[src/rtl/way_age_tracker.sv]
// Per-set, per-way valid and age bookkeeping for the set-associative cache.
// Age 0 is the most recently used way. Ages saturate and never wrap.
// The lookup port returns a registered view of one set. A sequential flush
// clears one set per cycle.
module way_age_tracker #(
  parameter int unsigned N_WAYS   = 2,
  parameter int unsigned N_POW    = 4,
  parameter int unsigned N_SETS   = 16,
  parameter int unsigned SET_BITS = 4,
  parameter int unsigned AGE_W    = 8
) (
  input  logic                clk,
  input  logic                rst_n,
  input  logic                lookup_valid,
  input  logic [SET_BITS-1:0] lookup_set,
  output logic                line_empty [N_WAYS],
  output logic [31:0]         line_age   [N_WAYS],
  output logic                lookup_done,
  input  logic                access_valid,
  input  logic [SET_BITS-1:0] access_set,
  input  logic [N_POW-1:0]    access_way,
  input  logic                access_fill,
  input  logic                inval_valid,
  input  logic [SET_BITS-1:0] inval_set,
  input  logic [N_POW-1:0]    inval_way,
  input  logic                flush_req,
  output logic                busy,
  output logic                flush_done
);

  typedef enum logic {S_IDLE, S_FLUSH} state_t;

  state_t              state, state_nxt;
  logic [SET_BITS-1:0] flush_set;
  logic                last_set;
  logic                tgt_ok;

  logic                valid_q [N_SETS][N_WAYS];
  logic                valid_d [N_SETS][N_WAYS];
  logic [AGE_W-1:0]    age_q   [N_SETS][N_WAYS];
  logic [AGE_W-1:0]    age_d   [N_SETS][N_WAYS];

  assign last_set = (flush_set == SET_BITS'(N_SETS - 1));

  // FSM state register
  always_ff @(posedge clk or negedge rst_n) begin
    if (!rst_n) state <= S_IDLE;
    else        state <= state_nxt;
  end

  // FSM next-state: a flush walks every set once, then returns to idle
  always_comb begin
    state_nxt = state;
    case (state)
      S_IDLE:  if (flush_req) state_nxt = S_FLUSH;
      S_FLUSH: if (last_set)  state_nxt = S_IDLE;
      default: state_nxt = S_IDLE;
    endcase
  end

  // FSM outputs
  always_comb begin
    busy       = (state == S_FLUSH);
    flush_done = (state == S_FLUSH) && last_set;
  end

  // Flush set pointer, held at zero outside a flush
  always_ff @(posedge clk or negedge rst_n) begin
    if (!rst_n)                 flush_set <= '0;
    else if (state == S_FLUSH)  flush_set <= last_set ? '0 : flush_set + SET_BITS'(1);
    else                        flush_set <= '0;
  end

  // Next array state. Invalidate is applied after the access, so it wins
  // on a same-way collision while the other ways keep the access ageing.
  always_comb begin
    valid_d = valid_q;
    age_d   = age_q;
    tgt_ok  = 1'b0;
    for (int unsigned s = 0; s < N_SETS; s++) begin
      tgt_ok = 1'b0;
      for (int unsigned w = 0; w < N_WAYS; w++)
        if (access_way == N_POW'(w)) tgt_ok = access_fill || valid_q[s][w];
      if (!busy && access_valid && access_set == SET_BITS'(s) && tgt_ok) begin
        for (int unsigned w = 0; w < N_WAYS; w++) begin
          if (access_way == N_POW'(w)) begin
            age_d[s][w] = '0;
            if (access_fill) valid_d[s][w] = 1'b1;
          end else if (valid_q[s][w] && age_q[s][w] != '1) begin
            age_d[s][w] = age_q[s][w] + AGE_W'(1);
          end
        end
      end
      for (int unsigned w = 0; w < N_WAYS; w++) begin
        if (!busy && inval_valid && inval_set == SET_BITS'(s) && inval_way == N_POW'(w)) begin
          valid_d[s][w] = 1'b0;
          age_d[s][w]   = '0;
        end
        if (busy && flush_set == SET_BITS'(s)) begin
          valid_d[s][w] = 1'b0;
          age_d[s][w]   = '0;
        end
      end
    end
  end

  // Array state registers
  always_ff @(posedge clk or negedge rst_n) begin
    if (!rst_n) begin
      for (int unsigned s = 0; s < N_SETS; s++)
        for (int unsigned w = 0; w < N_WAYS; w++) begin
          valid_q[s][w] <= 1'b0;
          age_q[s][w]   <= '0;
        end
    end else begin
      valid_q <= valid_d;
      age_q   <= age_d;
    end
  end

  // Lookup outputs read the next-state view so same-cycle updates are visible
  always_ff @(posedge clk or negedge rst_n) begin
    if (!rst_n) begin
      lookup_done <= 1'b0;
      for (int unsigned w = 0; w < N_WAYS; w++) begin
        line_empty[w] <= 1'b1;
        line_age[w]   <= '0;
      end
    end else begin
      lookup_done <= lookup_valid;
      if (lookup_valid) begin
        for (int unsigned s = 0; s < N_SETS; s++)
          if (lookup_set == SET_BITS'(s))
            for (int unsigned w = 0; w < N_WAYS; w++) begin
              line_empty[w] <= !valid_d[s][w];
              line_age[w]   <= 32'(age_d[s][w]);
            end
      end
    end
  end

endmodule

[config.mk]
export PLATFORM = sky130hd
export DESIGN_NAME = way_age_tracker
export DESIGN_NICKNAME = d
export VERILOG_FILES = /design/src/rtl/way_age_tracker.sv
export SDC_FILE = /design/constraint.sdc
export NUM_CORES = 1
export LEC_CHECK = 0
export ABC_AREA = 1
export BUFFER_PORTS_ARGS = -buffer_cell sky130_fd_sc_hd__buf_2
export CORE_MARGIN = 2
export CORE_UTILIZATION = 40
export DETAILED_ROUTE_END_ITERATION = 6
export GPL_TIMING_DRIVEN = 0
export MAX_ROUTING_LAYER = met4
export PLACE_DENSITY_LB_ADDON = 0.08
export REMOVE_ABC_BUFFERS = 1
export SLEW_MARGIN = 20
export SYNTH_ARGS = -nofsm -noshare
export SYNTH_HDL_FRONTEND = slang
export SYNTH_SLANG_ARGS = --single-unit
[constraint.sdc]
create_clock -name clk -period 3.7 [get_ports clk]
set_clock_uncertainty 0.1 [all_clocks]
set_input_delay 0.185 -clock clk [delete_from_list [all_inputs] [get_ports clk]]
set_output_delay 0.185 -clock clk [all_outputs]
set_load 0.01 [all_outputs]
# [Yosys cells after proc, flatten, opt, wreduce, memory -nomap -nowiden]
# Index checks and enable logic that the tools add are counted.
[totals] in_bits=27 output_inout_bits=69 reg_bits=360 wordCells=759
[op_classes] eq_ne=94 addsub=33 n_reduce_logical=203 n_bitwise=1 mux=357
[ops] cell="$mux W64" n=16
[ops] cell="$mux W8" n=128
[ops] cell="$add A8 B1 Y8 const B" n=32
[ops] cell="$mux W16" n=16
[ops] cell="$ne A8 B8 Y1 const B" n=32
[ops] cell="$mux W1" n=162
[ops] cell="$logic_and A1 B1 Y1" n=130
[ops] cell="$eq A4 B4 Y1 const B" n=32
[ops] cell="$eq A4 B3 Y1 const B" n=16
[ops] cell="$mux W2" n=32
[ops] cell="$logic_not A1 Y1" n=33
[ops] cell="$eq A4 B2 Y1 const B" n=8
[ops] cell="$logic_or A1 B1 Y1" n=32
[ops] cell="$eq A4 B1 Y1 const B" n=6
[ops] cell="$logic_not A4 Y1" n=6
[ops] cell="$reduce_bool A16 Y1" n=1
[ops] cell="$mux W4" n=2
[ops] cell="$add A4 B1 Y4 const B" n=1
[ops] cell="$pmux W1 S2" n=1
[ops] cell="$reduce_and A2 Y1" n=1
[ops] cell="$not A1 Y1" n=1

# [Logic depth before layout (Yosys ltp)]
# Gate-level depths: netlist of run 1.
[depth] ltp_word=24 depth_mapped=31 mapped_depth_nobuf=31

# [Worst setup path after synthesis of run 1]
# Ideal clock, no wire load.
[synth_path] path_type="register to register" start="reg state, in the netlist busy" end="reg line_age[7] (netlist name)" setup_time_ps=116 period_less_slack_ps=2804 path_stages_with_launch=24 slack_ps=896 path_buffers=1 arrival_ps=2587 required_time_ps=3484 path_cell_list="dfrtp_1 > buf_4 > nor2_4 > nand3_1 > nor2_1 > inv_1 > nor3_4 > inv_2 > nor2_2 > inv_2 > nor2_2 > nand3_1 > nor2_1 > inv_2 > nor2_1 > nand2_1 > nor2_1 > o21ai_1 > nand3_1 > nand3_1 > nand2_1 > nand2_1 > nand2_1 > nand2_1"
[synth_via] elab_chain_cells=23 word_cells_on_any_way=147 classes_between="64 x mux; 83 x reduce/logical"
[synth_lines] item="start: declaration" line_no="33" rtl="state_t state, state_nxt;"
[synth_lines] item="start signal: assignment" line_no="48" rtl="else state <= state_nxt;"
[synth_lines] item="$logic_not A1 Y1" line_no="84, 95"
[synth_lines] item="$logic_and A1 B1 Y1 (3 in a row)" line_no="84" rtl="if (!busy && access_valid && access_set == SET_BITS'(s) && tgt_ok) begin"
[synth_lines] item="$mux W16" line_no="84"
[synth_lines] item="$mux W8" line_no="95" rtl="if (!busy && inval_valid && inval_set == SET_BITS'(s) && inval_way == N_POW'(w)) begin"
[synth_lines] item="$mux W8" line_no="99" rtl="if (busy && flush_set == SET_BITS'(s)) begin"
[synth_lines] item="$mux W64 (15 in a row)" line_no="133" rtl="if (lookup_set == SET_BITS'(s))"
[synth_lines] item="$mux W64 (*)" line_no="133"
[synth_lines] item="end signal: indexed assignment" line_no="136" rtl="line_age[w] <= 32'(age_d[s][w]);"
[synth_lines] item="end: declaration" line_no="17" rtl="output logic [31:0] line_age [N_WAYS],"
# Mark *: on every way between the ends. The rest lies on a longest branch, timed or not. The select of a mux whose other input is x is not followed.
# A chain may end at the register's enable or synchronous reset.

# [Final worst setup path of run 1]
[layout_path] start="reg state, in the netlist busy" end="reg line_age[39] (netlist name)"
# Same word-level chain as after synthesis.

==> metrics.cfg, run 1 <==
[status]
result_of_the_run=complete, no violations

[critical_path]
critPathMostFrequentCell=sky130_fd_sc_hd__nand2_1
worstPathBufferInverterCount=3
reg2reg_slack_ns=0.07
startpoint_class_of_the_critical_path=flip-flop
critPathKind=reg2reg
critical-path-top-delay-family=simple AND/OR/NAND/NOR gates
cp_max_fo=6
max_stage_delay_ns=0.49
critical-path-slowest-cell=sky130_fd_sc_hd__dfrtp_2
timing.critical_path.to_type=flip-flop
crit_arrival_ns=4.03
critPathRequiredTime_ns=4.11

[timing]
worst_margin_slew_ns=1.03
setup-violations-final=0
max-slew-margin-rel=0.313
postLayoutSetupSlackWorst_ns=0.0734
fmax_ghz=0.276
slew_viol_final=0
hold_viol_final=0
setup_repair_after_global_routing_missed_its_margin=true
period_needed_ns=3.63
hold-worst-slack_ns=0.0421
period_share=0.980

[run]
maxCapViolations=0

[synth]
postSynth.topFlopCell=sky130_fd_sc_hd__dfrtp_1
synth_commonest_cells=sky130_fd_sc_hd__nand2_1, sky130_fd_sc_hd__inv_1, sky130_fd_sc_hd__nor2_1, sky130_fd_sc_hd__dfrtp_1, sky130_fd_sc_hd__nand3_1
netlist.top_cell.by_area=sky130_fd_sc_hd__dfrtp_1
synth.ff_latch_count=312
syn_area_per_cell_um2=6.68
synthesis.area_um2=21200
post_synth_inst_count=3169
sequential_element_share_of_the_synthesized_area=0.369
synthArstFlopShare=1.00
yosys-top-cells-area=sky130_fd_sc_hd__dfrtp_1, sky130_fd_sc_hd__nand2_1, sky130_fd_sc_hd__inv_1
yosys.cell_count.top_type=sky130_fd_sc_hd__nand2_1
synth_top_area_frac=0.366
yosys.cell_types.count=54
synth_warnings=0
synth_enable_flop_cells=0

[die]
die_w_um=234
design.die.area_um2=54800
std_cell_rows=84
starting_density=0.404
design.portCount=96
die_height_um=234
design.core.area_um2=52400

[drt]
totalWireLength_um=66800
drcViolationCount=0
drt-vias-per-instance=5.15
detailedRoute.firstIterationViolations=1300
wire_per_inst_um=16.8
vias=20500
detail-route-antenna-nets=0
first_drt_pass_iteration_count=5

[clock_tree]
cts.path.max_buffers=3
clk-insertion-delay-late_ns=0.57
htree_levels=2
cts_made_buffers=40
cts-root-buf=sky130_fd_sc_hd__clkbuf_16
tritoncts=done
cts.reportedPaths.clkPinSlew_ns=0.06
clock_sink_count=312

[place]
place_worst_setup_slack_ns=-0.952
hpwl_um=48700
count_of_port_buffers_added_during_placement=47
gp_routability_congestion=0.910

[global_route]
gr-total-overflow=0
grt_antenna_before_repair=0
grt_pass1_wl_um=104000
grt_start_max_net_pins=83
vias_in_the_first_global_route=19200
global_route.usage.total=0.248

[finish]
finish.net_count=3330
drive_above_1_share=0.168
layout-area-overhead-vs-synth_pct=18.1
antenna-diode-count=0

[power_and_ir_drop]
power.density_cell_area_nw_per_um2=394
leakage_uw=0.0128
peakVddDrop_uv=317

[hold_path]
min_path_type=in2async

-- metrics by stage --
| stage | cells | power, uW | setup TNS, ns | util | instance area, um^2 |
|---|---|---|---|---|---|
| 2_1_floorplan | 3108 | 5120 | 0 | - | 20700 |
| 3_3_place_gp | 3843 | 5790 | -1351.27 | 0.416 | 21800 |
| 3_5_place_dp | 3858 | 5850 | -11.50 | 0.422 | 22100 |
| 4_1_cts | 3952 | 9790 | -0.0261 | 0.456 | 23900 |
| 5_1_grt | 3982 | 10400 | -1.30 | 0.477 | 25000 |
| 6_report | 3982 | 9860 | 0 | 0.477 | 25000 |
-- placed cells by master (no fill, tap or decap), drive strengths merged --
cell and n:
nor3b 5, a21o 10, nand3 277, or2 14
and3 17, nor2 435, a21oi 209, ha 36
or3 2, o22ai 4, dfstp 2, xor2 13
dfrtp 310, a31o 4, and2 1, clkinvlp 1
nand4 32, nor3 116, a311oi 1, clkinv 11
clkbuf 65, buf 111, o2111ai 3, a31oi 28
conb 48, dlygate4sd3 6, a21boi 2, o21a 44
o211ai 18, a221oi 1, o211a 2, o21ai 152
o21bai 13, a211oi 10, nor4 13, xnor2 5
nand3b 5, inv 562, nand2 706
-- cells by family after synthesis --
| logic type | after synthesis | share of synthesized area |
|---|---|---|
| xor+xnor | 18 | 0.00744 |
| simple gates | 1623 | 0.337 |
| fa+ha+maj | 36 | 0.0213 |
| other cells | 1 | 0.000177 |
| flops | 312 | 0.369 |
| buf+inv | 678 | 0.130 |
| compound gates | 501 | 0.135 |
-- timing repair --
action | 4_1_cts | 5_1_grt
hold endpoints to repair | 106 | 0
gates resized for setup | 81 | 231
hold buffers | 7 | 0
pin swaps | 21 | 101
endpoints found under the setup margin | 18 | 17
setup buffers | 18 | 30
-- sequential cells by signal (all words and copies together) (netlist names) --
name,count
age_q,256
valid_q,32
line_age,16
flush_set,4
line_empty,2
busy,1
lookup_done,1
-- power by group --
part	internal [uW]	total [uW]	switching, uW	leakage (uW)
registers	3690	3910	218	0.00429
logic	629	2140	1510	0.00787
clock network	2220	3810	1590	0.000601
-- worst register-to-register path, stage by stage (launching register included) --
cell and delay, ns:
sky130_fd_sc_hd__dfrtp_2 0.49, sky130_fd_sc_hd__nor2_4 0.28, sky130_fd_sc_hd__buf_4 0.18, sky130_fd_sc_hd__nand3_4 0.10
sky130_fd_sc_hd__inv_1 0.10, sky130_fd_sc_hd__nand3_2 0.15, sky130_fd_sc_hd__inv_2 0.13, sky130_fd_sc_hd__nand2_4 0.10
sky130_fd_sc_hd__nor2_4 0.14, sky130_fd_sc_hd__nand2_2 0.07, sky130_fd_sc_hd__nor2_2 0.10, sky130_fd_sc_hd__nand3_1 0.12
sky130_fd_sc_hd__nor2_2 0.17, sky130_fd_sc_hd__nand2_1 0.07, sky130_fd_sc_hd__nand2_1 0.05, sky130_fd_sc_hd__nand3_1 0.08
sky130_fd_sc_hd__a21oi_1 0.16, sky130_fd_sc_hd__nand2_1 0.10, sky130_fd_sc_hd__nand2_1 0.09, sky130_fd_sc_hd__nand2_2 0.09
sky130_fd_sc_hd__nand2_2 0.08, sky130_fd_sc_hd__nand3_1 0.10, sky130_fd_sc_hd__nand3_1 0.14, sky130_fd_sc_hd__nand2_1 0.10
sky130_fd_sc_hd__nand2_2 0.08, sky130_fd_sc_hd__nand2_1 0.08, sky130_fd_sc_hd__a21oi_2 0.11
-- area by class of cell --
cell class	instances	area, um^2
Sequential cell	312	7810
Inverter	570	2150
Clock buffer	65	1210
Multi-Input combinational cell	2226	12000
Clock inverter	4	30.0
Timing Repair Buffer	117	982
Tap cell	688	861
Fill cell	5402	27400
-- layer usage --
| metal | wire [um] | up-vias | global-route usage | part of all wire |
|---|---|---|---|---|
| li1 | - | 10200 | - | - |
| met1 | 30800 | 9714 | 0.336 | 0.46 |
| met2 | 31400 | 432 | 0.394 | 0.47 |
| met3 | 2830 | 111 | 0.0242 | 0.042 |
| met4 | 1760 | 0 | 0.0759 | 0.026 |
| met5 | 0 | - | - | 0 |
-- final timing paths --
kind | cells past startpoint | from | end
max | 26 | busy$_DFF_PN0_ | line_age[39]$_DFFE_PN0P_
min | 3 | rst_n | age_q[162]$_DFF_PN0_
max reg2reg | 26 | busy$_DFF_PN0_ | line_age[39]$_DFFE_PN0P_
min reg2reg | 2 | line_age[38]$_DFFE_PN0P_ | line_age[38]$_DFFE_PN0P_
max in group asynchronous | 5 | rst_n | age_q[68]$_DFF_PN0_
min in group clk | 5 | inval_way[0] | valid_q[29]$_DFF_PN0_
Power figures use the tool's default switching activity.
==> run 2, diff against run 1 <==
- ABC_AREA: 1 -> 0
- MAX_ROUTING_LAYER: met4 -> not set
==> run 2 against run 1 <==
  * The flow now finishes with violations (setup timing)
  * Sequential power decreased by 6.9%
  * Register-to-register slack got worse by 0.14 ns
  * Global-route usage rose by 5.8 points
  * Combinational power fell by 17%
  * Clock-buffer cell count shrank 7
  * Area after synthesis fell by 4.2%
  * Hold slack better by 0.024 ns
  * First-iteration DRC count grew 63%
  * Sequential share of layout area grew 2.7 points
  * Highest routed layer unchanged
==> metrics.cfg, run 2 <==
[status]
result_of_the_run=finished, violations left
failed_checks=setup timing

[synth]
synthArstFlopShare=1.00
sequential_element_share_of_the_synthesized_area=0.385
yosys.cell_count.top_type=sky130_fd_sc_hd__nor2_1
postSynth.topFlopCell=sky130_fd_sc_hd__dfrtp_1
syn_area_per_cell_um2=8.74
synthesis.area_um2=20300
post_synth_inst_count=2323
synth.ff_latch_count=312
synth_enable_flop_cells=0
synth_commonest_cells=sky130_fd_sc_hd__nor2_1, sky130_fd_sc_hd__dfrtp_1, sky130_fd_sc_hd__nand2_1, sky130_fd_sc_hd__xnor2_1, sky130_fd_sc_hd__nand3_1
yosys.cell_types.count=107
synth_top_area_frac=0.382
netlist.top_cell.by_area=sky130_fd_sc_hd__dfrtp_1
yosys-top-cells-area=sky130_fd_sc_hd__dfrtp_1, sky130_fd_sc_hd__nor2_1, sky130_fd_sc_hd__xnor2_1
synth_warnings=0

[global_route]
vias_in_the_first_global_route=18500
grt_pass1_wl_um=121000
global_route.usage.total=0.307
grt_antenna_before_repair=0
gr-total-overflow=0
grt_start_max_net_pins=86

[timing]
max-slew-margin-rel=0.306
hold_viol_final=0
postLayoutSetupSlackWorst_ns=-0.0649
setup_repair_after_global_routing_missed_its_margin=true
worst_margin_slew_ns=1.04
period_needed_ns=3.76
setup-violations-final=1
period_share=1.02
hold-worst-slack_ns=0.0664
slew_viol_final=0
final.setup.tns_ns=-0.0649
fmax_ghz=0.266

[critical_path]
critPathRequiredTime_ns=4.04
startpoint_class_of_the_critical_path=flip-flop
cp_max_fo=9
timing.rr.end=line_age[35]$_DFFE_PN0P_
worst_r2r_path_depth=9
crit_arrival_ns=4.10
reg2reg_slack_ns=-0.06
timing.critical_path.to_type=flip-flop
critPathKind=reg2reg
worst_r2r_startpoint=busy$_DFF_PN0_

[clock_tree]
cts_made_buffers=40
cts.path.max_buffers=3
cts-root-buf=sky130_fd_sc_hd__clkbuf_16
tritoncts=done
htree_levels=2
cts.reportedPaths.clkPinSlew_ns=0.06
clock_sink_count=312
clk-insertion-delay-late_ns=0.58

[die]
std_cell_rows=82
design.die.area_um2=52600
die_height_um=229
design.core.area_um2=50200
design.portCount=96
starting_density=0.405
die_w_um=229

[drt]
vias=19300
detail-route-antenna-nets=0
detailedRoute.firstIterationViolations=2123
wire_per_inst_um=27.0
drt-vias-per-instance=6.34
drcViolationCount=0
first_drt_pass_iteration_count=7
totalWireLength_um=81900

[finish]
regMostFlops=age_q
mostFrequentLayoutCell=sky130_fd_sc_hd__nor2_1
drive_above_1_share=0.126
post-route-util=0.460
largest_reg_flops=256
final_cell_mix=sky130_fd_sc_hd__nor2_1, sky130_fd_sc_hd__dfrtp_1, sky130_fd_sc_hd__nand2_1
finish.net_count=2404
antenna-diode-count=0
layout-area-overhead-vs-synth_pct=13.6
fillers=4919
largest_registers=age_q (256), valid_q (32), line_age (16)

[power_and_ir_drop]
power_uw=9420
peakVddDrop_uv=310
leakage_uw=0.00966
power.density_cell_area_nw_per_um2=408

[place]
hpwl_um=59200
gp_routability_congestion=0.961
count_of_port_buffers_added_during_placement=47

[run]
maxCapViolations=0

[hold_path]
min_path_type=in2async

run 2: changes by cell type in the layout (fill, tap and decap cells not counted), moves of 33 or more:
| cell | previous run | this run |
|---|---|---|
| sky130_fd_sc_hd__nand4_1 | 32 | 69 |
| sky130_fd_sc_hd__mux2i_1 | 0 | 33 |
| sky130_fd_sc_hd__nand2_2 | 85 | 2 |
| sky130_fd_sc_hd__nand2_1 | 602 | 155 |
| sky130_fd_sc_hd__inv_1 | 502 | 40 |
| sky130_fd_sc_hd__nand3_2 | 50 | 2 |
| sky130_fd_sc_hd__nor2_2 | 50 | 9 |
| sky130_fd_sc_hd__xnor2_1 | 5 | 111 |
| sky130_fd_sc_hd__xor2_1 | 13 | 69 |
| sky130_fd_sc_hd__nand3_1 | 209 | 110 |
| sky130_fd_sc_hd__a21oi_1 | 198 | 87 |
| sky130_fd_sc_hd__inv_2 | 56 | 0 |
run 2: through the flow:
step | area (um^2) | setup slack, ns | cells
global route | 23100 | -0.0710 | 3039
global placement | 20700 | -4.14 | 2939
CTS | 22800 | -0.102 | 3038
finish | 23100 | -0.0649 | 3039
floorplan | 19700 | -0.136 | 2220
detailed placement | 21000 | -1.85 | 2952
run 2: how the worst max path moves through the flow:
stage,slack (ns),start,depth (start not counted),to
after floorplan,-0.14,access_way[3],8,line_age[3]$_DFFE_PN0P_
after global placement,-4.14,rst_n,1,age_q[131]$_DFF_PN0_
after detailed placement,-1.85,lookup_set[0],10,line_age[3]$_DFFE_PN0P_
after CTS,-0.10,busy$_DFF_PN0_,9,line_age[6]$_DFFE_PN0P_
after global routing,-0.07,busy$_DFF_PN0_,9,line_age[6]$_DFFE_PN0P_
final,-0.06,busy$_DFF_PN0_,9,line_age[35]$_DFFE_PN0P_
run 2: report_power, final:
group | internal [uW] | switching [uW] | leakage (uW)
Combinational | 479 | 1300 | 0.00471
Clock | 2380 | 1630 | 0.000648
Sequential | 3520 | 122 | 0.00430
run 2: final cells by class:
class / instances / area, um^2 / share of cell area
Inverter: 42 / 168 / 0.00727
Multi-Input combinational cell: 1866 / 12300 / 0.533
Clock buffer: 58 / 1200 / 0.0520
Clock inverter: 10 / 110 / 0.00478
Tap cell: 672 / 841 / 0.0365
Sequential cell: 312 / 7810 / 0.339
Timing Repair Buffer: 79 / 629 / 0.0273
run 2: layer usage:
layer	vias to the layer above	global-route usage	share of wire
li1	8569	-	-
met1	9616	0.428	0.44
met2	904	0.455	0.43
met3	188	0.0661	0.088
met4	0	0.137	0.044
met5	-	0	0
run 2: kinds of logic after synthesis:
group | after synthesis | share of synthesized area
fa+ha+maj | 36 | 0.0222
simple gates | 1050 | 0.266
flops | 312 | 0.385
xor+xnor | 181 | 0.0781
compound gates | 515 | 0.183
mux | 36 | 0.0185
other cells | 1 | 0.000185
buf+inv | 192 | 0.0478
run 2: critical path, cell delays in order, from the launching register on:
cell,delay (ns)
sky130_fd_sc_hd__dfrtp_4,0.55
sky130_fd_sc_hd__and4bb_4,0.43
sky130_fd_sc_hd__o2111ai_4,0.27
sky130_fd_sc_hd__buf_4,0.26
sky130_fd_sc_hd__o21bai_4,0.30
sky130_fd_sc_hd__nor2_1,0.24
sky130_fd_sc_hd__a211oi_1,0.55
sky130_fd_sc_hd__nor4_2,0.17
sky130_fd_sc_hd__nor4_1,0.61
sky130_fd_sc_hd__o32ai_1,0.14
run 2: timing repair:
action                     4_1_cts  5_1_grt
gates resized for setup         65       49
pin swaps                        7        8
gates cloned                     0        0
setup endpoints to repair       18       16
hold endpoints to repair       183        0
hold buffers                     3        0
buffers inserted                15        1
